--- config.mk ---
export PLATFORM = sky130hd
export DESIGN_NAME = cmt_prog_ctrl_flat
export DESIGN_NICKNAME = d
export VERILOG_FILES = /design/src/rtl/cmt_prog_ctrl_if.sv /design/src/rtl/cmt_prog_ctrl.sv /design/src/flat_wrapper.sv
export SDC_FILE = /design/constraint.sdc
export NUM_CORES = 1
export LEC_CHECK = 0
export CORE_UTILIZATION = 60
export CTS_CLUSTER_SIZE = 28
export DETAILED_ROUTE_END_ITERATION = 12
export PLACE_DENSITY = 0.86
export SLEW_MARGIN = 30
export SYNTH_ARGS = -nofsm -noshare
export SYNTH_HDL_FRONTEND = slang
export SYNTH_SLANG_ARGS = --single-unit
--- constraint.sdc ---
create_clock -name clk -period 13.3 [get_ports clk]
set_input_delay 2.66 -clock clk [delete_from_list [all_inputs] [get_ports clk]]
set_output_delay 2.66 -clock clk [all_outputs]
set_load 0.005 [all_outputs]
--- src/rtl/cmt_prog_ctrl_if.sv ---
// ---------------------------------------------------------------------------
// cmt_prog_ctrl_if
//   Request handshake between the host register file and the programmable
//   application clock sequencer (cmt_prog_ctrl).
//
//   req_valid  host -> seq   new M/D request present
//   req_m      host -> seq   requested CLKFX_MULTIPLY (2..255)
//   req_d      host -> seq   requested CLKFX_DIVIDE (1..255)
//   req_ready  seq  -> host  sequencer idle, request will be taken this edge
//
//   master : host side (drives the request)
//   slave  : sequencer side (drives ready)
// ---------------------------------------------------------------------------
interface cmt_prog_ctrl_if;
    logic       req_valid;
    logic [7:0] req_m;
    logic [7:0] req_d;
    logic       req_ready;

    modport master (
        output req_valid,
        output req_m,
        output req_d,
        input  req_ready
    );

    modport slave (
        input  req_valid,
        input  req_m,
        input  req_d,
        output req_ready
    );
endinterface

--- src/rtl/cmt_prog_ctrl.sv ---
// ---------------------------------------------------------------------------
// cmt_prog_ctrl
//   Sequencer for the programmable application clock
//   (DCM_CLKGEN -> PLL -> BUFGCE), clocked on the DCM PROGCLK domain.
//   Takes an M/D request, range-checks the resulting PLL input frequency,
//   shifts LoadD / LoadM / Go into the DCM, waits for PROGDONE and finally
//   pulses the PLL reset.
//
//   clk           PROGCLK, rising edge
//   reset         synchronous, active-high
//   req           request handshake (slave side of cmt_prog_ctrl_if)
//   progen        DCM PROGEN   (registered)
//   progdata      DCM PROGDATA (registered)
//   progdone_inv  low = DCM programming complete
//   pll_reset     PLL reset    (registered)
//   busy          sequencer not idle
//   done          one-cycle pulse on successful completion
//   err           sticky error, cleared by the next accepted request
//   cur_m, cur_d  last successfully programmed M/D
// ---------------------------------------------------------------------------
module cmt_prog_ctrl #(
    parameter int FREQ_IN        = 48,
    parameter int FIN_MIN        = 21,
    parameter int FIN_MAX        = 56,
    parameter int M_INIT         = 20,
    parameter int D_INIT         = 27,
    parameter int TIMEOUT        = 4096,
    parameter int PLL_RST_CYCLES = 16
) (
    input  logic                  clk,
    input  logic                  reset,
    cmt_prog_ctrl_if.slave        req,
    output logic                  progen,
    output logic                  progdata,
    input  logic                  progdone_inv,
    output logic                  pll_reset,
    output logic                  busy,
    output logic                  done,
    output logic                  err,
    output logic [7:0]            cur_m,
    output logic [7:0]            cur_d
);

    // One shared counter: bit index, PROGDONE timeout and PLL reset length.
    localparam int CW = $clog2(TIMEOUT);

    localparam logic [CW-1:0] LAST_BIT = CW'(9);
    localparam logic [CW-1:0] TMO_LAST = CW'(TIMEOUT - 1);
    localparam logic [CW-1:0] PLL_LAST = CW'(PLL_RST_CYCLES - 1);
    localparam logic [CW-1:0] IGNORE_N = CW'(2);

    localparam logic [3:0] S_IDLE      = 4'd0;
    localparam logic [3:0] S_REJECT    = 4'd1;
    localparam logic [3:0] S_LOAD_D    = 4'd2;
    localparam logic [3:0] S_GAP1      = 4'd3;
    localparam logic [3:0] S_LOAD_M    = 4'd4;
    localparam logic [3:0] S_GAP2      = 4'd5;
    localparam logic [3:0] S_GO        = 4'd6;
    localparam logic [3:0] S_WAIT_DONE = 4'd7;
    localparam logic [3:0] S_PLL_RST   = 4'd8;

    logic [3:0]    state_q, state_d;
    logic [CW-1:0] cnt_q, cnt_d;
    logic [7:0]    m_q, m_d, d_q, d_d;
    logic [7:0]    cur_m_q, cur_m_d, cur_d_q, cur_d_d;
    logic          ok_q, ok_d;
    logic          err_q, err_d;
    logic          done_q, done_d;
    logic          progen_q, progen_d;
    logic          progdata_q, progdata_d;
    logic          pll_reset_q, pll_reset_d;

    // Range check: FIN_MIN*d <= FREQ_IN*m <= FIN_MAX*d, all in 16 bits.
    logic [15:0] prod_m, lim_lo, lim_hi;
    logic        req_ok;

    assign prod_m = 16'(FREQ_IN) * {8'd0, req.req_m};
    assign lim_lo = 16'(FIN_MIN) * {8'd0, req.req_d};
    assign lim_hi = 16'(FIN_MAX) * {8'd0, req.req_d};
    assign req_ok = (req.req_m >= 8'd2) && (req.req_d != 8'd0) &&
                    (prod_m >= lim_lo) && (prod_m <= lim_hi);

    // The DCM expects (value - 1), shifted LSB first after the 2-bit opcode.
    logic [7:0] d_minus1, m_minus1;
    logic [2:0] payload_idx;

    assign d_minus1    = d_q - 8'd1;
    assign m_minus1    = m_q - 8'd1;
    assign payload_idx = 3'(cnt_q - CW'(2));

    always_comb begin
        // NOTE: every variable gets its default before the case, so no path
        // can leave one unassigned and infer a latch.
        state_d     = state_q;
        cnt_d       = cnt_q;
        m_d         = m_q;
        d_d         = d_q;
        ok_d        = ok_q;
        err_d       = err_q;
        cur_m_d     = cur_m_q;
        cur_d_d     = cur_d_q;
        done_d      = 1'b0;
        progen_d    = 1'b0;
        progdata_d  = 1'b0;

        case (state_q)
            S_IDLE: begin
                if (req.req_valid) begin
                    m_d   = req.req_m;
                    d_d   = req.req_d;
                    cnt_d = '0;
                    ok_d  = 1'b0;
                    err_d = !req_ok;
                    state_d = req_ok ? S_LOAD_D : S_REJECT;
                end
            end
            S_REJECT: state_d = S_IDLE;
            S_LOAD_D: begin
                if (cnt_q == LAST_BIT) begin
                    state_d = S_GAP1;
                    cnt_d   = '0;
                end else begin
                    cnt_d = cnt_q + 1'b1;
                end
            end
            S_GAP1: state_d = S_LOAD_M;
            S_LOAD_M: begin
                if (cnt_q == LAST_BIT) begin
                    state_d = S_GAP2;
                    cnt_d   = '0;
                end else begin
                    cnt_d = cnt_q + 1'b1;
                end
            end
            S_GAP2: state_d = S_GO;
            S_GO: begin
                state_d = S_WAIT_DONE;
                cnt_d   = '0;
            end
            S_WAIT_DONE: begin
                // PROGDONE from the previous load may still be asserted for
                // the first two cycles, so it is not trusted until then.
                if (cnt_q >= IGNORE_N && !progdone_inv) begin
                    ok_d    = 1'b1;
                    state_d = S_PLL_RST;
                    cnt_d   = '0;
                end else if (cnt_q == TMO_LAST) begin
                    err_d   = 1'b1;
                    state_d = S_PLL_RST;
                    cnt_d   = '0;
                end else begin
                    cnt_d = cnt_q + 1'b1;
                end
            end
            S_PLL_RST: begin
                if (cnt_q == PLL_LAST) begin
                    state_d = S_IDLE;
                    if (ok_q) begin
                        cur_m_d = m_q;
                        cur_d_d = d_q;
                        done_d  = 1'b1;
                    end
                end else begin
                    cnt_d = cnt_q + 1'b1;
                end
            end
            default: state_d = S_IDLE;
        endcase

        // PROG pins follow the current state one cycle later, so the first
        // PROGEN appears one edge after the accept.
        case (state_q)
            S_LOAD_D: begin
                progen_d   = 1'b1;
                progdata_d = (cnt_q == '0) ? 1'b1 :
                             (cnt_q == CW'(1)) ? 1'b0 : d_minus1[payload_idx];
            end
            S_LOAD_M: begin
                progen_d   = 1'b1;
                progdata_d = (cnt_q < CW'(2)) ? 1'b1 : m_minus1[payload_idx];
            end
            S_GO:    progen_d = 1'b1;
            default: ;
        endcase

        pll_reset_d = (state_d == S_PLL_RST);
    end

    always_ff @(posedge clk) begin
        // NOTE: sequential state uses non-blocking assignment only, so every
        // register samples the pre-edge value of the others.
        if (reset) begin
            state_q     <= S_IDLE;
            cnt_q       <= '0;
            m_q         <= '0;
            d_q         <= '0;
            ok_q        <= 1'b0;
            err_q       <= 1'b0;
            cur_m_q     <= 8'(M_INIT);
            cur_d_q     <= 8'(D_INIT);
            done_q      <= 1'b0;
            progen_q    <= 1'b0;
            progdata_q  <= 1'b0;
            pll_reset_q <= 1'b0;
        end else begin
            state_q     <= state_d;
            cnt_q       <= cnt_d;
            m_q         <= m_d;
            d_q         <= d_d;
            ok_q        <= ok_d;
            err_q       <= err_d;
            cur_m_q     <= cur_m_d;
            cur_d_q     <= cur_d_d;
            done_q      <= done_d;
            progen_q    <= progen_d;
            progdata_q  <= progdata_d;
            pll_reset_q <= pll_reset_d;
        end
    end

    assign req.req_ready = (state_q == S_IDLE);
    assign busy          = (state_q != S_IDLE);
    assign progen        = progen_q;
    assign progdata      = progdata_q;
    assign pll_reset     = pll_reset_q;
    assign done          = done_q;
    assign err           = err_q;
    assign cur_m         = cur_m_q;
    assign cur_d         = cur_d_q;

endmodule

--- src/flat_wrapper.sv ---
// flat-port wrapper written by rule: the top's interface ports become plain ports
module cmt_prog_ctrl_flat 
#(
    parameter int FREQ_IN        = 48,
    parameter int FIN_MIN        = 21,
    parameter int FIN_MAX        = 56,
    parameter int M_INIT         = 20,
    parameter int D_INIT         = 27,
    parameter int TIMEOUT        = 4096,
    parameter int PLL_RST_CYCLES = 16
)
  (clk, reset, progen, progdata, progdone_inv, pll_reset, busy, done, err, cur_m, cur_d, req_req_valid, req_req_m, req_req_d, req_req_ready);
  cmt_prog_ctrl_if req_i ();
  input  logic clk;
  input  logic reset;
  output logic progen;
  output logic progdata;
  input  logic progdone_inv;
  output logic pll_reset;
  output logic busy;
  output logic done;
  output logic err;
  output logic [7:0] cur_m;
  output logic [7:0] cur_d;
  input wire logic [$bits(req_i.req_valid)-1:0] req_req_valid;
  input wire logic [$bits(req_i.req_m)-1:0] req_req_m;
  input wire logic [$bits(req_i.req_d)-1:0] req_req_d;
  output wire logic [$bits(req_i.req_ready)-1:0] req_req_ready;
  assign req_i.req_valid = req_req_valid;
  assign req_i.req_m = req_req_m;
  assign req_i.req_d = req_req_d;
  assign req_req_ready = req_i.req_ready;
  cmt_prog_ctrl #(.FREQ_IN(FREQ_IN), .FIN_MIN(FIN_MIN), .FIN_MAX(FIN_MAX), .M_INIT(M_INIT), .D_INIT(D_INIT), .TIMEOUT(TIMEOUT), .PLL_RST_CYCLES(PLL_RST_CYCLES)) u_core (.clk(clk), .reset(reset), .req(req_i), .progen(progen), .progdata(progdata), .progdone_inv(progdone_inv), .pll_reset(pll_reset), .busy(busy), .done(done), .err(err), .cur_m(cur_m), .cur_d(cur_d));
endmodule
# Yosys cells after proc, flatten, opt, wreduce, memory -nomap -nowiden

Index checks and enable logic that the tools add are counted.

Register bits after elaboration: 54
Latch bits: 0
Bits in writable memories: 0
ROM bits: 0
Input port bits: 20
Word-level logic and storage cells: 95
Memories kept: 0

Add/sub/neg operators: 4
Multiply operators: 3
Div/mod/pow operators: 0
$lt $le $gt $ge: 6
Eq/ne operators: 17
Shifts and indexed selects: 0
Muxes and demuxes: 31
Bitwise logic cells: 2
Reductions and logical operators: 20

Operator list:

| cell                                                               | count |
|---|---|
| two-way mux 12 bit                                                 | 5 |
| case mux 12 bit (5 select lines)                                   | 1 |
| case mux 4 bit (8 select lines)                                    | 1 |
| equality test 12 x 4 -> 1 bit, second input constant               | 2 |
| two-way mux 4 bit                                                  | 6 |
| equality test 4 x 3 -> 1 bit, second input constant                | 4 |
| subtractor 8 x 1 -> 8 bit, second input constant                   | 2 |
| greater-or-equal comparator 14 x 13 -> 1 bit                       | 1 |
| less-or-equal comparator 14 bit                                    | 1 |
| multiplier 5 x 8 -> 13 bit, first input constant                   | 1 |
| adder 12 x 1 -> 12 bit, second input constant                      | 1 |
| equality test 12 x 1 -> 1 bit, second input constant               | 1 |
| equality test 12 bit, second input constant                        | 1 |
| greater-or-equal comparator 12 x 2 -> 1 bit, second input constant | 1 |
| zero test 12 bit                                                   | 1 |
| less-than comparator 12 x 2 -> 1 bit, second input constant        | 1 |
| two-way mux 1 bit                                                  | 12 |
| multiplier 3 x 8 -> 11 bit, first input constant                   | 1 |
| multiplier 2 x 8 -> 10 bit, first input constant                   | 1 |
| AND reduction 3 bit                                                | 3 |
| equality test 4 x 2 -> 1 bit, second input constant                | 2 |
| equality test 4 bit, second input constant                         | 2 |
| greater-or-equal comparator 8 x 2 -> 1 bit, second input constant  | 1 |
| nonzero test 8 bit                                                 | 1 |
| 18 further kinds                                                   | 30 |

# Logic depth before layout (Yosys ltp)

Word-level depth: 8
Depth in mapped cells: 16

# Worst setup path after synthesis

OpenSTA, ideal clock, no wires.

Path type: input-to-reg
Start point: input port req_req_d[3]
End point: register u_core.state_q[1]
Library setup time: 116 ps
Arrival: 5906 ps
Path slack: 7278 ps
Cell stages on the path: 15
Path through: ha_1 -> ha_1 -> fa_1 -> ha_1 -> or3_1 -> a21o_1 -> a31o_2 -> a21oi_1 -> xor2_1 -> ha_1 -> a21o_1 -> a21oi_1 -> o2111a_1 -> nor4_1 -> a31o_2

Word-level cells in the longest chain between the ends: 7
Elaborated cells between the ends (all ways): 11
Those cells by class: mul (2); order compare (2); mux (3); reduce/logical (4)

Ends and longest elaborated chain:

| what                                                                              | line                                     | text |
|---|---|---|
| start: declaration                                                                | flat_wrapper.sv:27                       | `input wire logic [$bits(req_i.req_d)-1:0] req_req_d;` |
| multiplier 5 x 8 -> 13 bit or nonzero test 8 bit (tied branches)                  | cmt_prog_ctrl.sv:78, cmt_prog_ctrl.sv:80 |  |
| greater-or-equal comparator 14 x 13 -> 1 bit or logical AND 1 bit (tied branches) | cmt_prog_ctrl.sv:81, cmt_prog_ctrl.sv:80 |  |
| logical AND 1 bit                                                                 | cmt_prog_ctrl.sv:80                      | `assign req_ok = (req.req_m >= 8'd2) && (req.req_d != 8'd0) &&` |
| logical AND 1 bit (*)                                                             | cmt_prog_ctrl.sv:81                      | `(prod_m >= lim_lo) && (prod_m <= lim_hi);` |
| two-way mux 2 bit (*)                                                             | cmt_prog_ctrl.sv:114                     | `state_d = req_ok ? S_LOAD_D : S_REJECT;` |
| two-way mux 4 bit (*)                                                             | cmt_prog_ctrl.sv:108                     | `if (req.req_valid) begin` |
| case mux 4 bit (8 select lines) (*)                                               | cmt_prog_ctrl.sv:106                     | `case (state_q)` |
| end signal: assignment                                                            | cmt_prog_ctrl.sv:206                     | `state_q <= state_d;` |
| end: declaration                                                                  | cmt_prog_ctrl.sv:62                      | `logic [3:0] state_q, state_d;` |

Every way passes the cells marked *; elsewhere a longest branch is shown, timed or not.
A chain may end at the register's enable or synchronous reset.

# Worst setup path after layout

Start point: input port req_req_d[2]
End point: register u_core.err_q (netlist: u_core.err)

Word-level cells in the longest chain between the ends: 7
Elaborated cells between the ends (all ways): 11
Those cells by class: mul (2); order compare (2); mux (2); reduce/logical (5)

Ends and longest elaborated chain:

| what                                                                              | line                                     | text |
|---|---|---|
| multiplier 5 x 8 -> 13 bit or nonzero test 8 bit (tied branches)                  | cmt_prog_ctrl.sv:78, cmt_prog_ctrl.sv:80 |  |
| greater-or-equal comparator 14 x 13 -> 1 bit or logical AND 1 bit (tied branches) | cmt_prog_ctrl.sv:81, cmt_prog_ctrl.sv:80 |  |
| logical AND 1 bit                                                                 | cmt_prog_ctrl.sv:80                      |  |
| logical AND 1 bit (*)                                                             | cmt_prog_ctrl.sv:81                      |  |
| zero test 1 bit (*)                                                               | cmt_prog_ctrl.sv:113                     | `err_d = !req_ok;` |
| two-way mux 1 bit (*)                                                             | cmt_prog_ctrl.sv:108                     |  |
| case mux 1 bit (2 select lines) (*)                                               | cmt_prog_ctrl.sv:106                     |  |
| end signal: assignment                                                            | cmt_prog_ctrl.sv:211                     | `err_q <= err_d;` |
| end: declaration                                                                  | cmt_prog_ctrl.sv:67                      | `logic err_q, err_d;` |

Every way passes the cells marked *; elsewhere a longest branch is shown, timed or not. The select of a mux whose other input is x is not followed.

==> results.py <==
metrics = {
    "grt": {
        "grt.overflow.total": 0,
        "antenna_found_initial": 0,
        "gr-usage-all-layers": 0.270,
        "grt_max_degree": 42,
        "grt_pass1_wl_microns": 18600,
        "grt_pass1_vias": 4077,
    },
    "placed_design": {
        "gp_congestion": 0.957,
        "place_hpwl_microns": 8570,
        "io_buffers": 42,
    },
    "clock_network": {
        "numCtsBuffers": 5,
        "clock_sink_count": 54,
        "clock_path_buffers": 2,
        "cts.repair.resized": 0,
        "root_buffer": "clkbuf_8",
        "clk-insertion-delay-late_ns": 0.31,
        "holdBufCountCts": 0,
        "tritoncts": "built",
        "htreeDepth": 2,
        "cts_setup_buffers": 0,
        "clk_pin_slew_ns": 0.10,
    },
    "floorplanning": {
        "rows": 32,
        "initial_core_util": 0.623,
        "die_width_microns": 91.8,
        "dieArea_sq_um": 8420,
        "die_height_microns": 91.8,
        "ios": 43,
        "core_sq_um": 7770,
    },
    "cells_and_area": {
        "nets": 708,
        "fillers": 610,
        "antenna_cells": 0,
        "layout_common_cells": "82 x ha_1, 54 x nand2_1, 54 x dfxtp_1",
        "layout-area-overhead-vs-synth_pct": 11.2,
        "final_layout_size_suffix_gt1_frac": 0.0352,
        "final_common_cell": "ha_1",
    },
    "synthesis": {
        "yosys_warnings": 0,
        "synthCells": 566,
        "synth_edf_count": 0,
        "synth_flop_cell": "dfxtp_1",
        "yosysSeqAreaShare": 0.224,
        "ys_types": 60,
        "synthArstFlopShare": 0,
        "synth-seq-cells": 54,
        "syn_nets": 679,
        "syn_avg_cell_area_sq_um": 8.54,
        "syn_area_sq_um": 4840,
    },
    "critical_path": {
        "rr_endpoint": "u_core.cur_d[4]",
        "start_kind": "input port",
        "worst-endpoint-required_ns": 13.49,
        "cp_max_fo": 7,
        "crit_type": "input port to register",
        "end_kind": "register",
        "r2r_slack_ns": 10.74,
        "worst_r2r_startpoint": "u_core.cnt_q[0]",
        "reg2regPathDepth": 5,
        "critPathArrivalTime_ns": 6.86,
    },
    "worst_hold_path": {
        "hold_path_end": "u_core.cur_m[2]",
        "min_path_cells": 1,
        "hold_path_class": "register to register",
        "min_from": "u_core.cur_m[2]",
    },
    "route": {
        "drc": 0,
        "ant_nets": 0,
        "drt_iter0_drc": 260,
        "viasPerCell": 6.03,
        "vias": 4207,
        "wl_per_cell_microns": 15.8,
        "first_pass_iters": 7,
        "wl_microns": 11000,
    },
    "timing": {
        "fin_skew_ns": 0.00544,
        "relSlewSlack": 0.445,
        "worstMarginPinSlew_ns": 0.831,
        "slew_viol_final": 0,
        "tns_ns": 0,
        "timing.hold.ws_ns": 0.472,
        "post-route-period-util": 0.502,
        "fmax_mhz": 150,
        "rsz0062_at_grt": "no",
        "setup_viol": 0,
        "layout_min_cycle_time_ns": 6.67,
        "hold_viol_final": 0,
    },
    "power": {
        "cellPowerDensity_nw_per_um2": 123,
        "p_total_mw": 0.662,
        "ir_drop_mv": 0.0638,
        "leakagePower_nw": 2.39,
    },
    "flow_run": {
        "maxCapViolCount": 0,
    },
    "status": {
        "run_status": "finished clean",
    },
}
-- through the flow --
stage                     area (sq um)   util  setup WS [ns]  cells
final                             5380  0.692           6.63    698
after global routing              5380  0.692           6.29    698
after CTS                         5380  0.692           6.64    698
after detailed placement          5260  0.678           6.30    690
after global placement            5260  0.678           6.41    690
after floorplan                   4840      -           7.28    566
-- kinds of logic (layout without fill, tap and decap cells) --
group,count (synthesis),count (layout),synth area share
xor+xnor,36,36,0.0652
simple gates,188,188,0.201
mux,13,13,0.0269
compound gates,123,123,0.169
fa+ha+maj,93,93,0.258
flops,54,54,0.224
buf+inv,59,89,0.0559
-- layer usage --
| layer | vias to the layer above | GRT usage | wire length (microns) |
|---|---|---|---|
| met5 | - | 0 | 0 |
| met4 | 0 | 0.0573 | 160 |
| li1 | 2054 | - | - |
| met1 | 2007 | 0.332 | 4800 |
| met2 | 127 | 0.499 | 5570 |
| met3 | 19 | 0.0365 | 478 |
-- report_power, final --
group	leakage, nW	switching (mW)	internal (mW)	total [mW]
Clock	0.0585	0.0548	0.0565	0.111
Combinational	1.89	0.185	0.153	0.338
Sequential	0.439	0.0351	0.178	0.213
Total	2.39	0.275	0.387	0.662
-- registers in the layout, summed over array words and instances (netlist names) --
| register | flops |
|---|---|
| u_core.cur_m | 8 |
| u_core.ok_q | 1 |
| u_core.m_q | 8 |
| u_core.cnt_q | 12 |
| u_core.cur_d | 8 |
| u_core.d_q | 8 |
| u_core.done | 1 |
| u_core.progen | 1 |
| u_core.pll_reset | 1 |
| u_core.progdata | 1 |
| u_core.err | 1 |
| u_core.state_q | 4 |
-- critical path: stages --
cell             delay [ns]
clkdlybuf4s50_1        0.69
fa_1                   0.50
ha_1                   0.23
fa_1                   0.41
a21o_1                 0.20
a21oi_1                0.22
o21bai_1               0.09
a21oi_1                0.24
nor2_1                 0.10
a211oi_1               0.30
ha_1                   0.30
a21o_1                 0.17
a211oi_1               0.18
o211ai_1               0.19
o21ai_0                0.27
a21oi_1                0.10
-- synthesized netlist by cell type (all sizes together) (8+ instances only) --
cell type | n | area share
buf | 12 | 0.019
a21oi | 46 | 0.048
o21ai | 15 | 0.016
nand2 | 54 | 0.042
nand3 | 14 | 0.014
fa | 11 | 0.046
nor2 | 52 | 0.040
xnor2 | 18 | 0.033
and3 | 8 | 0.010
ha | 82 | 0.21
dfxtp | 54 | 0.22
mux2i | 13 | 0.027
nor3 | 14 | 0.014
a21o | 14 | 0.022
clkbuf | 9 | 0.0070
xor2 | 18 | 0.033
inv | 38 | 0.029
-- cell type report --
type	instances	area, sq um	share of cell area
clock buffers	5	68.8	0.0128
multi-input cells	453	3480	0.648
repair buffers	43	428	0.0796
well taps	102	128	0.0237
flip-flops and latches	54	1080	0.201
inverters	38	143	0.0265
clock inverters	3	43.8	0.00815
-- worst max-delay path by stage --
| stage | slack [ns] | to | start |
|---|---|---|---|
| final | 6.63 | u_core.err | req_req_d[2] |
| after global routing | 6.29 | u_core.state_q[0] | req_req_d[2] |
| after CTS | 6.64 | u_core.err | req_req_d[2] |
| after detailed placement | 6.30 | u_core.err | req_req_d[2] |
| after global placement | 6.41 | u_core.state_q[1] | req_req_d[5] |
| after floorplan | 7.28 | u_core.state_q[1] | req_req_d[3] |
Note: power is estimated with default switching activity, not from simulation.
